[src/rtl/mole_grid_renderer.sv]
`default_nettype none
// ============================================================================
//  Module   : mole_grid_renderer
//  Purpose  : VGA renderer for the whack-a-mole screen. Generates sync timing,
//             draws a grid of slots with one highlighted mole, and blinks the
//             slots green/red for hit/miss feedback.
//  Revision : 1.0 - initial release
// ============================================================================
module mole_grid_renderer #(
  parameter int H_TOTAL      = 800,
  parameter int H_PULSE      = 96,
  parameter int H_BP         = 144,
  parameter int H_FP         = 784,
  parameter int V_TOTAL      = 521,
  parameter int V_PULSE      = 2,
  parameter int V_BP         = 31,
  parameter int V_FP         = 511,
  parameter int GRID_COLS    = 3,
  parameter int GRID_ROWS    = 3,
  parameter int IDX_W        = 3,
  parameter int GRID_X0      = 120,
  parameter int GRID_Y0      = 40,
  parameter int SLOT_SIZE    = 100,
  parameter int SLOT_GAP     = 50,
  parameter int MOLE_INSET   = 20,
  parameter int FLASH_FRAMES = 30,
  parameter int BLINK_FRAMES = 5
) (
  input  logic             clk_pixel,
  input  logic             rst,
  input  logic [IDX_W-1:0] mole_pos_i,
  input  logic             mole_en_i,
  input  logic             flash_ok_i,
  input  logic             flash_bad_i,
  output logic             hsync_o,
  output logic             vsync_o,
  output logic [2:0]       red_o,
  output logic [2:0]       green_o,
  output logic [1:0]       blue_o,
  output logic             frame_start_o,
  output logic             flash_busy_o
);

  localparam int c_HC_W    = $clog2(H_TOTAL);
  localparam int c_VC_W    = $clog2(V_TOTAL);
  localparam int c_PITCH   = SLOT_SIZE + SLOT_GAP;
  localparam int c_OFF_W   = $clog2(c_PITCH + 1);
  localparam int c_X_START = H_BP + GRID_X0;
  localparam int c_Y_START = V_BP + GRID_Y0;
  localparam int c_FC_W    = $clog2(FLASH_FRAMES + 1);
  localparam int c_BC_W    = $clog2(BLINK_FRAMES + 1);
  localparam logic [IDX_W:0] c_NUM_SLOTS = (IDX_W+1)'(GRID_COLS * GRID_ROWS);

  localparam logic [7:0] c_SLOT_RGB = 8'b111_111_11;
  localparam logic [7:0] c_MOLE_RGB = 8'b111_111_00;
  localparam logic [7:0] c_OK_RGB   = 8'b000_111_00;
  localparam logic [7:0] c_BAD_RGB  = 8'b111_000_00;

  typedef enum logic [1:0] {ST_IDLE = 2'd0, ST_OK = 2'd1, ST_BAD = 2'd2} state_t;

  logic [c_HC_W-1:0]  hc_q, hc_d;
  logic [c_VC_W-1:0]  vc_q, vc_d;
  logic               w_h_wrap, w_v_wrap;
  // Column tracker: valid flag, column number and offset inside the slot pitch
  logic               xv_q, xv_d;
  logic [IDX_W-1:0]   xcol_q, xcol_d;
  logic [c_OFF_W-1:0] xoff_q, xoff_d;
  // Row tracker: rowbase is row*GRID_COLS, kept by repeated addition
  logic               yv_q, yv_d;
  logic [IDX_W-1:0]   yrow_q, yrow_d, ybase_q, ybase_d;
  logic [c_OFF_W-1:0] yoff_q, yoff_d;
  logic               mole_vis_q;
  logic [IDX_W-1:0]   mole_idx_q;
  logic               s1_active_q, s1_slot_q, s1_mole_q, s1_hs_q, s1_vs_q;
  logic [7:0]         rgb_q, w_rgb;
  logic               hsync_q, vsync_q, frame_start_q;
  logic               w_active, w_slot, w_mole;
  logic [IDX_W-1:0]   w_idx;
  state_t             state_q;
  logic [c_FC_W-1:0]  frame_cnt_q;
  logic [c_BC_W-1:0]  blink_cnt_q;
  logic               phase_q, flash_busy_q;

  // Next-state for the raster counters and the incremental slot trackers
  always_comb begin
    w_h_wrap = (hc_q == c_HC_W'(H_TOTAL - 1));
    w_v_wrap = (vc_q == c_VC_W'(V_TOTAL - 1));
    hc_d     = w_h_wrap ? '0 : hc_q + 1'b1;
    vc_d     = vc_q;
    if (w_h_wrap) vc_d = w_v_wrap ? '0 : vc_q + 1'b1;

    xv_d = xv_q; xcol_d = xcol_q; xoff_d = xoff_q;
    if (hc_d == c_HC_W'(c_X_START)) begin
      xv_d = 1'b1; xcol_d = '0; xoff_d = '0;
    end else if (w_h_wrap) begin
      xv_d = 1'b0;
    end else if (xv_q) begin
      if (xoff_q == c_OFF_W'(c_PITCH - 1)) begin
        xoff_d = '0;
        if (xcol_q == IDX_W'(GRID_COLS - 1)) xv_d = 1'b0;
        else xcol_d = xcol_q + 1'b1;
      end else begin
        xoff_d = xoff_q + 1'b1;
      end
    end

    yv_d = yv_q; yrow_d = yrow_q; ybase_d = ybase_q; yoff_d = yoff_q;
    if (w_h_wrap) begin
      if (vc_d == c_VC_W'(c_Y_START)) begin
        yv_d = 1'b1; yrow_d = '0; ybase_d = '0; yoff_d = '0;
      end else if (w_v_wrap) begin
        yv_d = 1'b0;
      end else if (yv_q) begin
        if (yoff_q == c_OFF_W'(c_PITCH - 1)) begin
          yoff_d = '0;
          if (yrow_q == IDX_W'(GRID_ROWS - 1)) begin
            yv_d = 1'b0;
          end else begin
            yrow_d  = yrow_q + 1'b1;
            ybase_d = ybase_q + IDX_W'(GRID_COLS);
          end
        end else begin
          yoff_d = yoff_q + 1'b1;
        end
      end
    end
  end

  // Region decode for the current count and colour selection for stage 2
  always_comb begin
    w_active = (hc_q >= c_HC_W'(H_BP)) && (hc_q < c_HC_W'(H_FP)) &&
               (vc_q >= c_VC_W'(V_BP)) && (vc_q < c_VC_W'(V_FP));
    w_slot   = xv_q && yv_q && (xoff_q < c_OFF_W'(SLOT_SIZE)) &&
               (yoff_q < c_OFF_W'(SLOT_SIZE));
    w_idx    = ybase_q + xcol_q;
    w_mole   = w_slot && mole_vis_q && (w_idx == mole_idx_q) &&
               (xoff_q >= c_OFF_W'(MOLE_INSET)) &&
               (xoff_q < c_OFF_W'(SLOT_SIZE - MOLE_INSET)) &&
               (yoff_q >= c_OFF_W'(MOLE_INSET)) &&
               (yoff_q < c_OFF_W'(SLOT_SIZE - MOLE_INSET));

    w_rgb = 8'd0;
    if (s1_active_q && (s1_mole_q || s1_slot_q)) begin
      if ((state_q != ST_IDLE) && phase_q)
        w_rgb = (state_q == ST_BAD) ? c_BAD_RGB : c_OK_RGB;
      else
        w_rgb = s1_mole_q ? c_MOLE_RGB : c_SLOT_RGB;
    end
  end

  // Counters, trackers and the two-stage output pipeline
  always_ff @(posedge clk_pixel or posedge rst) begin
    if (rst) begin
      hc_q <= '0; vc_q <= '0;
      xv_q <= (c_X_START == 0); xcol_q <= '0; xoff_q <= '0;
      yv_q <= (c_Y_START == 0); yrow_q <= '0; ybase_q <= '0; yoff_q <= '0;
      s1_active_q <= 1'b0; s1_slot_q <= 1'b0; s1_mole_q <= 1'b0;
      s1_hs_q <= 1'b1; s1_vs_q <= 1'b1;
      rgb_q <= '0; hsync_q <= 1'b1; vsync_q <= 1'b1; frame_start_q <= 1'b0;
    end else begin
      hc_q <= hc_d; vc_q <= vc_d;
      xv_q <= xv_d; xcol_q <= xcol_d; xoff_q <= xoff_d;
      yv_q <= yv_d; yrow_q <= yrow_d; ybase_q <= ybase_d; yoff_q <= yoff_d;
      s1_active_q <= w_active; s1_slot_q <= w_slot; s1_mole_q <= w_mole;
      s1_hs_q <= (hc_q >= c_HC_W'(H_PULSE));
      s1_vs_q <= (vc_q >= c_VC_W'(V_PULSE));
      rgb_q <= w_rgb; hsync_q <= s1_hs_q; vsync_q <= s1_vs_q;
      frame_start_q <= w_h_wrap && w_v_wrap;
    end
  end

  // Mole position is captured once per frame so a frame never tears
  always_ff @(posedge clk_pixel or posedge rst) begin
    if (rst) begin
      mole_vis_q <= 1'b0; mole_idx_q <= '0;
    end else if (frame_start_q) begin
      mole_vis_q <= mole_en_i && ({1'b0, mole_pos_i} < c_NUM_SLOTS);
      mole_idx_q <= mole_pos_i;
    end
  end

  // Flash FSM: events restart the flash, frame starts advance blink and duration
  always_ff @(posedge clk_pixel or posedge rst) begin
    if (rst) begin
      state_q <= ST_IDLE; frame_cnt_q <= '0; blink_cnt_q <= '0;
      phase_q <= 1'b0; flash_busy_q <= 1'b0;
    end else if (flash_bad_i || flash_ok_i) begin
      state_q      <= flash_bad_i ? ST_BAD : ST_OK;
      frame_cnt_q  <= '0;
      blink_cnt_q  <= '0;
      phase_q      <= 1'b1;
      flash_busy_q <= 1'b1;
    end else if (frame_start_q && (state_q != ST_IDLE)) begin
      frame_cnt_q <= frame_cnt_q + 1'b1;
      if (blink_cnt_q == c_BC_W'(BLINK_FRAMES - 1)) begin
        blink_cnt_q <= '0;
        phase_q     <= ~phase_q;
      end else begin
        blink_cnt_q <= blink_cnt_q + 1'b1;
      end
      if (frame_cnt_q == c_FC_W'(FLASH_FRAMES - 1)) begin
        state_q      <= ST_IDLE;
        flash_busy_q <= 1'b0;
      end
    end
  end

  assign hsync_o       = hsync_q;
  assign vsync_o       = vsync_q;
  assign red_o         = rgb_q[7:5];
  assign green_o       = rgb_q[4:2];
  assign blue_o        = rgb_q[1:0];
  assign frame_start_o = frame_start_q;
  assign flash_busy_o  = flash_busy_q;

endmodule
`default_nettype wire

[config.mk]
export PLATFORM = sky130hd
export DESIGN_NAME = mole_grid_renderer
export DESIGN_NICKNAME = d
export VERILOG_FILES = /design/src/rtl/mole_grid_renderer.sv
export SDC_FILE = /design/constraint.sdc
export NUM_CORES = 1
export LEC_CHECK = 0
export CORE_ASPECT_RATIO = 0.5
export CORE_MARGIN = 1.5
export CORE_UTILIZATION = 65
export DETAILED_ROUTE_END_ITERATION = 8
export HOLD_SLACK_MARGIN = 0.15
export PLACE_DENSITY = 0.88
export SETUP_SLACK_MARGIN = 0.05
export SYNTH_ARGS = -nofsm -noshare
export SYNTH_HDL_FRONTEND = slang
export SYNTH_SLANG_ARGS = --single-unit
[constraint.sdc]
create_clock -name clk_pixel -period 4.8 [get_ports clk_pixel]
set_clock_uncertainty 0.15 [all_clocks]
set_input_delay 0.96 -clock clk_pixel [delete_from_list [all_inputs] [get_ports clk_pixel]]
set_output_delay 0.96 -clock clk_pixel [all_outputs]
set_load 0.05 [all_outputs]
Yosys cells after proc, flatten, opt, wreduce, memory -nomap -nowiden
Cells that the tools add are included.
{ "op_classes": {"bitwise_logic": 1, "eq_ne": 16, "muxes": 55, "magnitude_cmp": 13, "addsub": 10, "reduce_logical": 33} }
{ "op_table": {"columns": ["op", "count"], "rows": [
  ["8-bit 2-to-1 mux", 11],
  ["3-bit 2-to-1 mux", 18],
  ["8-bit by 7-bit less-than comparator with 1-bit output (second input constant)", 4],
  ["10-bit 2-to-1 mux", 3],
  ["10-bit by 1-bit adder with 10-bit output (second input constant)", 2],
  ["10-bit equality test (second input constant)", 2],
  ["1-bit logical AND", 17],
  ["8-bit by 1-bit adder with 8-bit output (second input constant)", 2],
  ["8-bit equality test (second input constant)", 2],
  ["8-bit by 5-bit >= comparator with 1-bit output (second input constant)", 2],
  ["1-bit 2-to-1 mux", 16],
  ["2-bit nonzero test", 8],
  ["10-bit by 7-bit equality test with 1-bit output (second input constant)", 1],
  ["10-bit by 9-bit equality test with 1-bit output (second input constant)", 1],
  ["10-bit by 2-bit >= comparator with 1-bit output (second input constant)", 1],
  ["10-bit by 5-bit >= comparator with 1-bit output (second input constant)", 1],
  ["10-bit by 7-bit >= comparator with 1-bit output (second input constant)", 1],
  ["10-bit by 8-bit >= comparator with 1-bit output (second input constant)", 1],
  ["10-bit less-than comparator (second input constant)", 1],
  ["10-bit by 9-bit less-than comparator with 1-bit output (second input constant)", 1],
  ["2-bit 2-to-1 mux", 5],
  ["5-bit 2-to-1 mux", 2],
  ["3-bit by 1-bit adder with 3-bit output (second input constant)", 3],
  ["3-bit by 2-bit equality test with 1-bit output (second input constant)", 2],
  ["other kinds (16)", 21]
]} }
{ "word_totals": {"ff_bits": 79, "input_bits": 8, "word_cells": 153} }

Logic depth before layout (Yosys ltp)
{ "depth": {"word_depth": 9, "depth_mapped": 9, "ltp_nobuf": 8} }

Worst setup path before layout
OpenSTA, ideal clock, no wires.
{ "synth_path": {"kind": "register to register", "startpoint": "reg hc_q[0]", "endpoint": "reg xcol_q[1]", "t_arrival_ns": 2.171, "path_stages_with_launch": 8, "path_buffers": 2, "period_less_slack_ns": 2.460, "setup_slack_ns": 2.340, "setup_time_ns": 0.139, "path_cell_list": "dfrtp_1 -> ha_1 -> nand4_2 -> buf_2 -> or4_1 -> a2111oi_2 -> buf_2 -> a211oi_1"} }
{ "synth_between": {"elab_chain_cells": 5} }
{ "synth_rtl": {"columns": ["element", "line_no", "source"], "rows": [
  ["start: declaration", "61", "logic [c_HC_W-1:0] hc_q, hc_d;"],
  ["start signal: assignment", "154", "hc_q <= '0; vc_q <= '0;"],
  ["start signal: assignment", "161", "hc_q <= hc_d; vc_q <= vc_d;"],
  ["10-bit by 1-bit adder with 10-bit output / 10-bit equality test (equally long branches)", "88, 86", null],
  ["10-bit 2-to-1 mux", "88", "hc_d = w_h_wrap ? '0 : hc_q + 1'b1;"],
  ["10-bit by 9-bit equality test with 1-bit output", "93", "if (hc_d == c_HC_W'(c_X_START)) begin"],
  ["2-bit inequality test (no source line) (tied with other cells)", null, null],
  ["4-bit AND reduction (no source line)", null, null],
  ["end signal: assignment", "162", "xv_q <= xv_d; xcol_q <= xcol_d; xoff_q <= xoff_d;"],
  ["end: declaration", "66", "logic [IDX_W-1:0] xcol_q, xcol_d;"]
]} }
Parallel ways exist; a longest one is shown, timed or not.
A chain may end at the register's enable or synchronous reset.

Final worst setup path
{ "layout_path": {"startpoint": "reg hc_q[0]", "endpoint": "reg ybase_q[0]"} }
{ "layout_between": {"elab_chain_cells": 5} }
{ "layout_rtl": {"columns": ["element", "line_no", "source"], "rows": [
  ["10-bit equality test *", "86", "w_h_wrap = (hc_q == c_HC_W'(H_TOTAL - 1));"],
  ["10-bit 2-to-1 mux", "90", "if (w_h_wrap) vc_d = w_v_wrap ? '0 : vc_q + 1'b1;"],
  ["10-bit by 7-bit equality test with 1-bit output", "109", "if (vc_d == c_VC_W'(c_Y_START)) begin"],
  ["2-bit inequality test (no source line) (tied with other cells)", null, null],
  ["5-bit AND reduction (no source line)", null, null],
  ["end signal: assignment", "163", "yv_q <= yv_d; yrow_q <= yrow_d; ybase_q <= ybase_d; yoff_q <= yoff_d;"],
  ["end: declaration", "70", "logic [IDX_W-1:0] yrow_q, yrow_d, ybase_q, ybase_d;"]
]} }
Mark *: on every way between the ends. The rest lies on a longest branch, timed or not.

==> results.py <==
metrics = {
    "drt": {
        "postRouteAntennaNets": 0,
        "drt-wirelength-per-cell_um": 16.74,
        "drc_errors": 0,
        "vias": 3392,
        "drtPass1Iterations": 7,
        "wirelength_um": 8988,
        "initialDrtViolationCount": 279,
        "vias_per_cell": 6.317,
    },
    "timing": {
        "max_slew.worst_pin.slew_ns": 1.270,
        "maxSlewHeadroom_pct": 13.14,
        "fin_crit_ns": 3.304,
        "rsz0062_at_grt": "no",
        "final.setup.worst_slack_ns": 1.496,
        "holdWs_ns": 0.2062,
        "fmax_mhz": 302.7,
        "finalCritPeriodShare_pct": 68.83,
        "setup_viol": 0,
        "fin_tns_setup_ns": 0,
        "hold_viol": 0,
        "slew_violations": 0,
    },
    "die": {
        "rows": 20,
        "dieWidth_um": 116.8,
        "die_h_um": 59.89,
        "io_pins": 20,
        "initial_utilization_pct": 68.33,
        "core_um2": 6156,
        "die-area_um2": 6993,
    },
    "finish": {
        "drive_gt1_share_pct": 9.131,
        "synthToLayoutAreaGrowth_pct": 10.77,
        "layout.nets": 474,
        "n_antenna_cell": 0,
    },
    "synthesis": {
        "synth_seq_cells": 74,
        "synthTopCellsByArea": "dfrtp_1, ha_1, nor2_1",
        "synth_top_cell_by_area": "dfrtp_1",
        "synth_nets": 466,
        "syn_avg_cell_area_um2": 9.648,
        "synth_simple_gate_area_share_pct": 22.22,
        "syn_area_um2": 4207,
        "synthArstFlopShare_pct": 100.0,
        "synthAdderAreaFrac_pct": 6.722,
        "synthMuxAreaShare_pct": 1.547,
        "synth-seq-area-share_pct": 44.14,
        "synthFlopType": "dfrtp_1",
        "synth-edff-count": 0,
        "yosys.area_share.xor_xnor_pct": 5.205,
        "synth_compound_area_share_pct": 14.66,
        "yosysWarningCount": 0,
        "synthCells": 436,
        "synth_top_family_by_area": "simple AND/OR/NAND/NOR gates",
        "synth_top_area_share_pct": 41.64,
        "synthDistinctLibCells": 65,
    },
    "global_routing": {
        "grt_max_degree": 75,
        "grt-ovfl-total": 0,
        "antenna_found_initial": 0,
        "track_usage_pct": 28.70,
        "grt_pass1_vias": 3108,
        "grt_pass1_wl_um": 15080,
    },
    "setup_path": {
        "worstPathArrival_ns": 3.35,
        "start_kind": "flop",
        "endpoint_kind": "flop",
        "path_class": "reg2reg",
        "required_ns": 4.85,
        "cp_max_fo": 12,
    },
    "clock_tree": {
        "cts.sinks": 74,
        "postCtsSetupBuffers": 0,
        "path_clk_slew_ns": 0.06,
        "worstSkewPairLatency_ns": 0.34,
        "cts_tree": "yes",
        "cts_inserted_buffers": 9,
        "clock_path_buffers": 2,
        "htree_levels": 3,
        "cts-root-buf": "clkbuf_16",
        "post_cts_resized": 0,
        "postCtsHoldBufs": 0,
    },
    "pwr": {
        "p_comb_share_pct": 1.8,
        "power.density_nw_per_um2": 269.0,
        "internal_power_mw": 0.9793,
        "p_sw_mw": 0.2742,
        "leakagePower_nw": 2.066,
        "max-vdd-ir-drop_mv": 0.2012,
        "sw_frac_of_total_pct": 21.88,
        "p_clk_share_pct": 48.2,
        "p_seq_share_pct": 50.0,
    },
    "placed_design": {
        "dp_hpwl_um": 6187,
        "pre_cts_slack_ns": 1.615,
        "port_buffers": 19,
        "gp_congestion": 0.9284,
    },
    "min_path": {
        "hold_class": "reg2reg",
    },
    "status": {
        "status": "finished clean",
    },
    "flow_run": {
        "drv_cap": 0,
    },
}
[layout make-up]
| type | count | area (um2) |
|---|---|---|
| clock buffers | 9 | 225.2 |
| clock inverters | 7 | 46.29 |
| fillers | 413 | 1496 |
| inverters | 28 | 105.1 |
| multi-input cells | 311 | 2118 |
| flip-flops and latches | 74 | 1857 |
| well taps | 88 | 110.1 |
| repair buffers | 20 | 197.7 |
[metal layers]
metal	part of all wire, %	vias up	global-route usage [%]
met3	7.7	22	7.809
li1	-	1570	-
met5	0	-	0
met2	49	154	46.20
met1	42	1646	38.02
met4	1.6	0	10.33
[worst max-delay path, cell delays in order, from the launching register on]
cell and delay, ns:
dfrtp_1 0.41, ha_1 0.29, and4_1 0.32, nand3_1 0.47, a221oi_2 0.56, nand4_1 0.37
o31ai_2 0.43, mux2i_1 0.15
[flip-flops by register name (all words and copies together), names as in the netlist, 2 cells and up]
register	count
blink_cnt_q	3
frame_cnt_q	5
hc_q	10
mole_idx_q	3
rgb_q	3
state_q	2
vc_q	10
xcol_q	3
xoff_q	8
ybase_q	3
yoff_q	8
yrow_q	3
[power groups by stage]
stage               Clock, mW  Sequential (mW)  Combinational (mW)
floorplan                   0            0.637              0.0122
global route            0.643            0.626              0.0257
detailed placement          0            0.638              0.0229
CTS                     0.613            0.627              0.0232
global placement            0            0.638              0.0218
finish                  0.605            0.627              0.0221
[layout by cell type, fill, tap and decap left out, types with 7 or more instances in the layout]
cell type | Yosys | final
ha_1 | 21 | 21
inv_1 | 28 | 27
nand3_1 | 22 | 22
nor2_1 | 46 | 46
nor4_1 | 7 | 7
dfrtp_1 | 70 | 70
xnor2_1 | 9 | 9
nand4_1 | 10 | 10
o21ai_0 | 19 | 19
nor3_1 | 7 | 7
nand2_1 | 31 | 31
clkdlybuf4s50_1 | 0 | 19
and3_1 | 11 | 11
clkbuf_16 | 0 | 9
xor2_1 | 16 | 16
a21oi_1 | 16 | 16
o22ai_1 | 8 | 8
[logic make-up (layout without fill, tap and decap cells)]
logic type / count (synthesis) / after routing
AND/OR/NAND/NOR: 168 / 168
AO/OA/AOI/OAI: 90 / 90
buffers and inverters: 51 / 64
XOR/XNOR: 25 / 25
flip-flops: 74 / 74
adder cells (fa/ha/maj): 22 / 22
multiplexers: 6 / 6
[synthesized netlist by cell type (5+ instances only)]
library cell	instances
nor2_1	46
xnor2_1	9
and3_1	11
o21ai_0	19
nand4_1	10
o21ai_1	6
nand3_1	22
inv_1	28
ha_1	21
dfrtp_1	70
o22ai_1	8
buf_2	11
clkbuf_1	5
nand2_1	31
xor2_1	16
nor3_1	7
buf_4	7
o31ai_1	5
nor4_1	7
a21oi_1	16
[metrics by stage]
| stage | power [mW] | instance area (um2) | cells | util, % |
|---|---|---|---|---|
| after global placement | 0.6594 | 4388 | 521 | 71.28 |
| after CTS | 1.263 | 4659 | 537 | 75.69 |
| after global routing | 1.295 | 4659 | 537 | 75.69 |
| after detailed placement | 0.6606 | 4388 | 521 | 71.28 |
| after floorplan | 0.6496 | 4207 | 436 | - |
| final | 1.254 | 4659 | 537 | 75.69 |
[worst paths after layout]
path	startpoint	slack [ns]	cells after the start	end
setup / recovery	hc_q[0]$_DFF_PP0_	1.50	7	ybase_q[0]$_DFFE_PP0P_
hold / removal	s1_vs_q$_DFF_PP1_	0.21	0	vsync_o$_DFF_PP1_
setup reg to reg	hc_q[0]$_DFF_PP0_	1.50	7	ybase_q[0]$_DFFE_PP0P_
hold reg to reg	s1_vs_q$_DFF_PP1_	0.21	0	vsync_o$_DFF_PP1_
max in group asynchronous	rst	2.83	3	vc_q[1]$_DFF_PP0_
min in group asynchronous	rst	1.10	3	yoff_q[5]$_DFFE_PP0P_
Power figures use the tool's default switching activity.
